--- config.mk ---
export PLATFORM = sky130hd
export DESIGN_NAME = fm7_audio_mix
export DESIGN_NICKNAME = d
export VERILOG_FILES = /design/src/rtl/fm7_audio_pkg.sv /design/src/rtl/fm7_audio_mix_tick_gen.sv /design/src/rtl/fm7_audio_mix.sv
export SDC_FILE = /design/constraint.sdc
export NUM_CORES = 1
export LEC_CHECK = 0
export ABC_CLOCK_PERIOD_IN_PS = 7640
export CAP_MARGIN = 0
export CELL_PAD_IN_SITES_DETAIL_PLACEMENT = 1
export CELL_PAD_IN_SITES_GLOBAL_PLACEMENT = 2
export CORE_MARGIN = 1.5
export CORE_UTILIZATION = 40
export DETAILED_ROUTE_END_ITERATION = 8
export PLACE_DENSITY_LB_ADDON = 0.1
export SKIP_CTS_REPAIR_TIMING = 1
export SLEW_MARGIN = 40
export SYNTH_ARGS = -nofsm -noshare
export SYNTH_HDL_FRONTEND = slang
export SYNTH_SLANG_ARGS = --single-unit
--- constraint.sdc ---
create_clock -name CLKSYS -period 7.64 [get_ports CLKSYS]
set_clock_uncertainty 0.2 [all_clocks]
set_input_delay 1.146 -clock CLKSYS [delete_from_list [all_inputs] [get_ports CLKSYS]]
set_output_delay 1.146 -clock CLKSYS [all_outputs]
set_load 0.03 [all_outputs]
--- src/rtl/fm7_audio_pkg.sv ---
// Shared constants and helpers for the FM-7 audio output stage.
// Derived counts are functions so the top can evaluate them for any parameter set.
package fm7_audio_pkg;

   localparam int BEEP_CONT_BIT = 0;
   localparam int BEEP_SHOT_BIT = 6;

   function automatic int half_period_cycles(input int clk_hz, input int beep_hz);
      return clk_hz / (2 * beep_hz);
   endfunction

   // 64-bit product: BEEP_MS * CLK_HZ overflows 32 bits at the default clock.
   function automatic int shot_cycles(input int clk_hz, input int beep_ms);
      return int'((longint'(beep_ms) * longint'(clk_hz)) / longint'(1000));
   endfunction

   function automatic int acc_width(input int ref_hz, input int out_hz);
      return $clog2(longint'(ref_hz) + longint'(out_hz)) + 1;
   endfunction

   localparam int DEF_HALF_CYCLES = half_period_cycles(32000000, 1200);
   localparam int DEF_SHOT_CYCLES = shot_cycles(32000000, 205);
   localparam int DEF_ACC_WIDTH   = acc_width(32000000, 8 * 48000);

   function automatic logic signed [15:0] saturate16(input logic signed [16:0] v);
      if (v > 17'sd32767)
         return 16'sh7FFF;
      if (v < -17'sd32768)
         return 16'sh8000;
      return v[15:0];
   endfunction

endpackage

--- src/rtl/fm7_audio_mix_tick_gen.sv ---
// Fractional-accumulator rate generator: one-cycle tick at OUT_HZ average from REF_HZ.
// Tick is registered, one cycle after the accumulator crosses; free-running, no backpressure.
module audio_tick_gen
   import fm7_audio_pkg::*;
#(
   parameter int REF_HZ = 32000000,
   parameter int OUT_HZ = 384000
) (
   input  logic clk,
   input  logic reset,
   output logic tick
);

   localparam int W = acc_width(REF_HZ, OUT_HZ);

   logic [W-1:0] acc;
   logic [W-1:0] sum;

   assign sum = acc + W'(OUT_HZ);

   always_ff @(posedge clk or posedge reset) begin
      if (reset) begin
         acc  <= '0;
         tick <= 1'b0;
      end else if (sum >= W'(REF_HZ)) begin
         acc  <= sum - W'(REF_HZ);
         tick <= 1'b1;
      end else begin
         acc  <= sum;
         tick <= 1'b0;
      end
   end

endmodule

--- src/rtl/fm7_audio_mix.sv ---
// FM-7 audio out: $FD03 beeper + PSG mix, IIR low-pass, decimated to a 16-bit stereo stream.
// Beeper and mix are same-cycle; samples update only on sample_stb_o; no backpressure.
module fm7_audio_mix
   import fm7_audio_pkg::*;
#(
   parameter int CLK_HZ    = 32000000,
   parameter int SAMPLE_HZ = 48000,
   parameter int BEEP_HZ   = 1200,
   parameter int BEEP_MS   = 205,
   parameter int BEEP_AMP  = 8192,
   parameter int LPF_SHIFT = 3
) (
   input  logic        CLKSYS,
   input  logic        RESET,
   input  logic [7:0]  MDATABUS_in,
   input  logic        WFD03En,
   input  logic [13:0] psg_mix_i,
   output logic [15:0] audio_l_o,
   output logic [15:0] audio_r_o,
   output logic        sample_stb_o,
   output logic        beep_active_o
);

   localparam int HALF = half_period_cycles(CLK_HZ, BEEP_HZ);
   localparam int SHOT = shot_cycles(CLK_HZ, BEEP_MS);
   localparam int SW   = $clog2(SHOT + 1);
   localparam int HW   = $clog2(HALF + 1);
   localparam int YW   = 16 + LPF_SHIFT;
   localparam logic signed [15:0] AMP_P = 16'(BEEP_AMP);
   localparam logic signed [15:0] AMP_N = 16'(-BEEP_AMP);

   logic                 beep_cont;
   logic [SW-1:0]        shot_cnt;
   logic                 beep_active;
   logic [HW-1:0]        half_cnt;
   logic                 tone_hi;
   logic signed [15:0]   beep_lvl;
   logic signed [15:0]   psg_s;
   logic signed [16:0]   mix_sum;
   logic signed [15:0]   mix_lvl;
   logic                 tick;
   logic signed [YW-1:0] y;
   logic signed [YW:0]   diff;
   logic signed [YW:0]   step;
   logic signed [YW-1:0] y_next;
   logic [2:0]           tick_cnt;
   logic                 unused_bits;

   assign beep_active   = beep_cont | (shot_cnt != '0);
   assign beep_active_o = beep_active;

   // A shot reload takes priority over the decrement, so expiry and rewrite never leave a gap.
   always_ff @(posedge CLKSYS or posedge RESET) begin
      if (RESET) begin
         beep_cont <= 1'b0;
         shot_cnt  <= '0;
      end else begin
         if (WFD03En)
            beep_cont <= MDATABUS_in[BEEP_CONT_BIT];
         if (WFD03En && MDATABUS_in[BEEP_SHOT_BIT])
            shot_cnt <= SW'(SHOT);
         else if (shot_cnt != '0)
            shot_cnt <= shot_cnt - 1'b1;
      end
   end

   always_ff @(posedge CLKSYS or posedge RESET) begin
      if (RESET) begin
         half_cnt <= '0;
         tone_hi  <= 1'b1;
      end else if (!beep_active) begin
         half_cnt <= '0;
         tone_hi  <= 1'b1;
      end else if (half_cnt == HW'(HALF - 1)) begin
         half_cnt <= '0;
         tone_hi  <= ~tone_hi;
      end else begin
         half_cnt <= half_cnt + 1'b1;
      end
   end

   assign beep_lvl = beep_active ? (tone_hi ? AMP_P : AMP_N) : 16'sd0;

   // {psg,2'b00} - 32768 flips the top bit; the >>>1 then duplicates it as sign.
   assign psg_s   = {~psg_mix_i[13], ~psg_mix_i[13], psg_mix_i[12:0], 1'b0};
   assign mix_sum = {psg_s[15], psg_s} + {beep_lvl[15], beep_lvl};
   assign mix_lvl = saturate16(mix_sum);

   audio_tick_gen #(
      .REF_HZ (CLK_HZ),
      .OUT_HZ (8 * SAMPLE_HZ)
   ) u_tick (
      .clk   (CLKSYS),
      .reset (RESET),
      .tick  (tick)
   );

   assign diff   = $signed({mix_lvl[15], mix_lvl, {LPF_SHIFT{1'b0}}}) - $signed({y[YW-1], y});
   assign step   = diff >>> LPF_SHIFT;
   assign y_next = y + step[YW-1:0];

   always_ff @(posedge CLKSYS or posedge RESET) begin
      if (RESET) begin
         y            <= '0;
         tick_cnt     <= '0;
         sample_stb_o <= 1'b0;
         audio_l_o    <= '0;
         audio_r_o    <= '0;
      end else begin
         sample_stb_o <= 1'b0;
         if (tick) begin
            y        <= y_next;
            tick_cnt <= tick_cnt + 1'b1;
            if (tick_cnt == 3'd7) begin
               sample_stb_o <= 1'b1;
               audio_l_o    <= y_next[YW-1:LPF_SHIFT];
               audio_r_o    <= y_next[YW-1:LPF_SHIFT];
            end
         end
      end
   end

   assign unused_bits = &{1'b0, MDATABUS_in, step[YW]};

endmodule

==> parameters.txt <==
Parameter                              Value

Yosys
  Post-synthesis cell area    6601 sq um
  Syn nets    798
  Part of the Yosys area used for sequential elements    36.03%
  Dominant cells by area after synthesis    sky130_fd_sc_hd__dfrtp_1 36%, sky130_fd_sc_hd__ha_1 8.3%, sky130_fd_sc_hd__xnor2_1 6.8%, sky130_fd_sc_hd__nor2_1 4.1%, sky130_fd_sc_hd__mux2_2 3.1%
  Average size of a mapped cell    9.080 sq um
  Share of flip-flops with an asynchronous set or reset    100.0%
  Post-Synthesis Cells    727
  Count of flip-flops with a built-in enable after synthesis    0
  Warning count from the yosys run    0
  Flop and latch count out of synthesis    95
  Number of distinct library cells after synthesis    74
  Yosys top cell area share    35.63%
  Cell type contributing the most total cell area after synthesis    sky130_fd_sc_hd__dfrtp_1
  Primary flip-flop cell chosen by synthesis mapping    sky130_fd_sc_hd__dfrtp_1

STA
  Share of the clock period used by the worst path after layout    81.03%
  Setup repair after global routing missed its margin    false
  F_max    161.5 MHz
  Final number of hold-violating endpoints    0
  Setup slack after layout    1.449 ns
  Final-report max-slew violation count    0
  Accumulated negative setup slack    0 ns
  Worst slew margin    53.64%
  Transition time of the tightest slew-check pin    0.6867 ns
  Clock period minus final worst setup slack    6.191 ns
  Setup violators final    0

Min path
  Worst hold-check path type    flip-flop to flip-flop

Worst setup path
  Worst EP required    7.72 ns
  Worst setup startpoint    shot_cnt[12]
  Last element of the critical path    audio_r_o[15]
  Cell family with the largest share of critical-path delay    simple AND/OR/NAND/NOR gates
  Crit Reg-Reg Startpoint    shot_cnt[12]
  Critical-path cell list    or4_1 > nor4_1 > nand4_1 > or2_2 > ha_1 > fa_1 > ha_1 > inv_1 > o311ai_0 > ha_1 > nand3_1 > a211oi_1 > o31a_1 > o21ai_0 > a21bo_2 > a31oi_1
  Worst Setup Path Type    flip-flop to flip-flop
  Reg2reg setup slack    1.45 ns
  Critical Path End Type    flip-flop
  Crit path top cell by count    sky130_fd_sc_hd__ha_1
  Number of buffer and inverter instances along the worst setup path    1
  Instance count on the critical path    16
  Register-to-Register Path Depth    16
  Arrival time at the worst endpoint    6.27 ns
  Worst flop-to-flop path endpoint    audio_r_o[15]
  Critical path fanouts, max    12
  CP max stage delay    0.63 ns
  Launching element type of the critical path    flip-flop
  CP max stage cell    sky130_fd_sc_hd__or4_1

Clock network
  Number of buffers on the longest clock path    2
  TritonCTS Buffers    9
  Clock-pin slew on the worst setup and hold paths    0.08 ns
  CTS sink count    95
  Source-to-sink clock delay at the later pin of the worst-skew pair    0.37 ns
  CTS H-tree lvls    3
  CTS tree    done
  CTS Root Cell    sky130_fd_sc_hd__clkbuf_16

Route
  Number of vias after detailed routing    5,290
  Number of nets with antenna violations after detailed routing    0
  Number of iterations in the first detailed-routing pass    4
  Mean number of vias per cell    5.437
  Detailed-routing wirelength on met1    8008 um
  Routed wire length on met3    308 um
  Max Used Layer    met4
  Routed wire length    16,290 um
  Mean routed wirelength per cell    16.74 um
  Detailed router's first-iteration violation count    185
  Length of routed met2 wiring    7691 um
  DR DRC count    0

Floorplan
  Total die area    17,280 sq um
  DIE WIDTH    131.5 um
  Initial Util    41.26%
  Y dimension of the die    131.5 um
  Number of core rows    46
  Core outline area    16,000 sq um
  Top-Level Pins    59

Final layout
  Total non-filler cell area in the finished layout    7475 sq um
  Layout fillers    1,899
  End-of-flow core utilization    46.72%
  Area growth syn-to-layout    13.23%
  Layout cell share with drive strength beyond 1    7.266%
  N_diodes    0
  Number of nets in the layout    824

Global route
  Maximum number of pins on one net before global-route repair    64
  GRT Util Overall    19.75%
  First-pass GRT wire length    27,830 um
  Number of global-route vias before repair    5,628
  Grt ovf    0
  Antenna violations before repair    0

Status
  Outcome    finished clean

Placement
  Routability congestion estimate from global placement    0.8072
  Post-detailed-placement half-perimeter wirelength    12,060 um
  Post-placement setup slack    1.395 ns
  Placed cell area    7196 sq um
  Number of I/O port buffers    52

Power
  Power density cells    160.4 nW/um^2
  VDD IR max    0.1006 mV
  P_leak    3.259 nW

Flow run
  Number of violations of the max-capacitance limit    0
## synth_stat cells (16+ instances only)
master                    number
sky130_fd_sc_hd__ha_1         44
sky130_fd_sc_hd__buf_4        16
sky130_fd_sc_hd__inv_1        45
sky130_fd_sc_hd__dfrtp_1      94
sky130_fd_sc_hd__o21ai_0      25
sky130_fd_sc_hd__a21oi_1      32
sky130_fd_sc_hd__nand3_1      25
sky130_fd_sc_hd__mux2_2       18
sky130_fd_sc_hd__xor2_1       23
sky130_fd_sc_hd__nand2_1      52
sky130_fd_sc_hd__nor3_1       19
sky130_fd_sc_hd__nor2_1       72
sky130_fd_sc_hd__xnor2_1      51
## worst min-delay path by stage
stage,endpoint,slack [ns],cells after the start,startpoint
6_report,tick_cnt[0],0.28,1,tick_cnt[0]
5_1_grt,tick_cnt[0],0.32,1,tick_cnt[0]
4_1_cts,tick_cnt[0],0.29,1,tick_cnt[0]
3_5_place_dp,tick_cnt[0],0.28,1,tick_cnt[0]
3_3_place_gp,tick_cnt[0],0.26,1,tick_cnt[0]
2_1_floorplan,tick_cnt[0],0.25,1,tick_cnt[0]
## kinds of logic after synthesis
group	count (synthesis)	synth area share [%]
multiplexers	23	3.829
AND/OR/NAND/NOR	258	19.94
buffers and inverters	86	5.970
AO/OA/AOI/OAI	144	15.41
XOR/XNOR	74	9.818
other	1	0.05681
adder cells (fa/ha/maj)	46	8.946
flip-flops	95	36.03
## per-layer routing
metal	global-route usage, %	vias up
li1	-	2618
met1	26.72	2597
met2	32.34	59
met3	2.546	16
met4	7.284	0
met5	0	-
## layout by cell type (no fill, tap or decap), types with 6 or more instances in the layout
| cell type | n |
|---|---|
| sky130_fd_sc_hd__a211oi_1 | 10 |
| sky130_fd_sc_hd__a21o_1 | 7 |
| sky130_fd_sc_hd__a21oi_1 | 32 |
| sky130_fd_sc_hd__a31oi_1 | 6 |
| sky130_fd_sc_hd__and2_1 | 6 |
| sky130_fd_sc_hd__and3_1 | 11 |
| sky130_fd_sc_hd__clkbuf_16 | 9 |
| sky130_fd_sc_hd__clkdlybuf4s50_1 | 52 |
| sky130_fd_sc_hd__dfrtp_1 | 94 |
| sky130_fd_sc_hd__ha_1 | 44 |
| sky130_fd_sc_hd__inv_1 | 44 |
| sky130_fd_sc_hd__mux2_2 | 18 |
| sky130_fd_sc_hd__nand2_1 | 52 |
| sky130_fd_sc_hd__nand2b_1 | 8 |
| sky130_fd_sc_hd__nand3_1 | 25 |
| sky130_fd_sc_hd__nand4_1 | 11 |
| sky130_fd_sc_hd__nor2_1 | 72 |
| sky130_fd_sc_hd__nor3_1 | 19 |
| sky130_fd_sc_hd__nor4_1 | 12 |
| sky130_fd_sc_hd__o21a_1 | 7 |
| sky130_fd_sc_hd__o21ai_0 | 25 |
| sky130_fd_sc_hd__o31ai_1 | 7 |
| sky130_fd_sc_hd__or3_1 | 7 |
| sky130_fd_sc_hd__or4_1 | 8 |
| sky130_fd_sc_hd__xnor2_1 | 51 |
| sky130_fd_sc_hd__xor2_1 | 23 |
## report_power, final
part	internal, W	total, W	switching (W)
logic	0.0000878	0.000215	0.000127
clock network	0.000223	0.000438	0.000215
registers	0.000524	0.000546	0.0000221
## state kept, by name, summed over array words and instances (netlist names), 3 cells and up
name	flops
audio_r_o	16
half_cnt	14
shot_cnt	23
tick_cnt	3
u_tick.acc	16
y	19
## through the flow
step / hold WS (ns) / cells / total power, W
after floorplan: 0.2480 / 727 / 0.0007083
after global placement: 0.2625 / 958 / 0.0007580
after detailed placement: 0.2768 / 958 / 0.0007696
after CTS: 0.2887 / 973 / 0.001217
after global routing: 0.3165 / 973 / 0.001258
final: 0.2830 / 973 / 0.001199
## layout make-up
cell class                 count  area (sq um)  area share [%]
clock buffer                  10         229.0           3.063
inverter                      47         178.9           2.394
multi-input combinational    546          3836           51.32
tap                          216         270.3           3.616
sequential                    95          2379           31.82
clock inverter                 5         42.54          0.5691
timing repair buffer          54         539.3           7.215
Note: power is estimated with default switching activity, not from simulation.
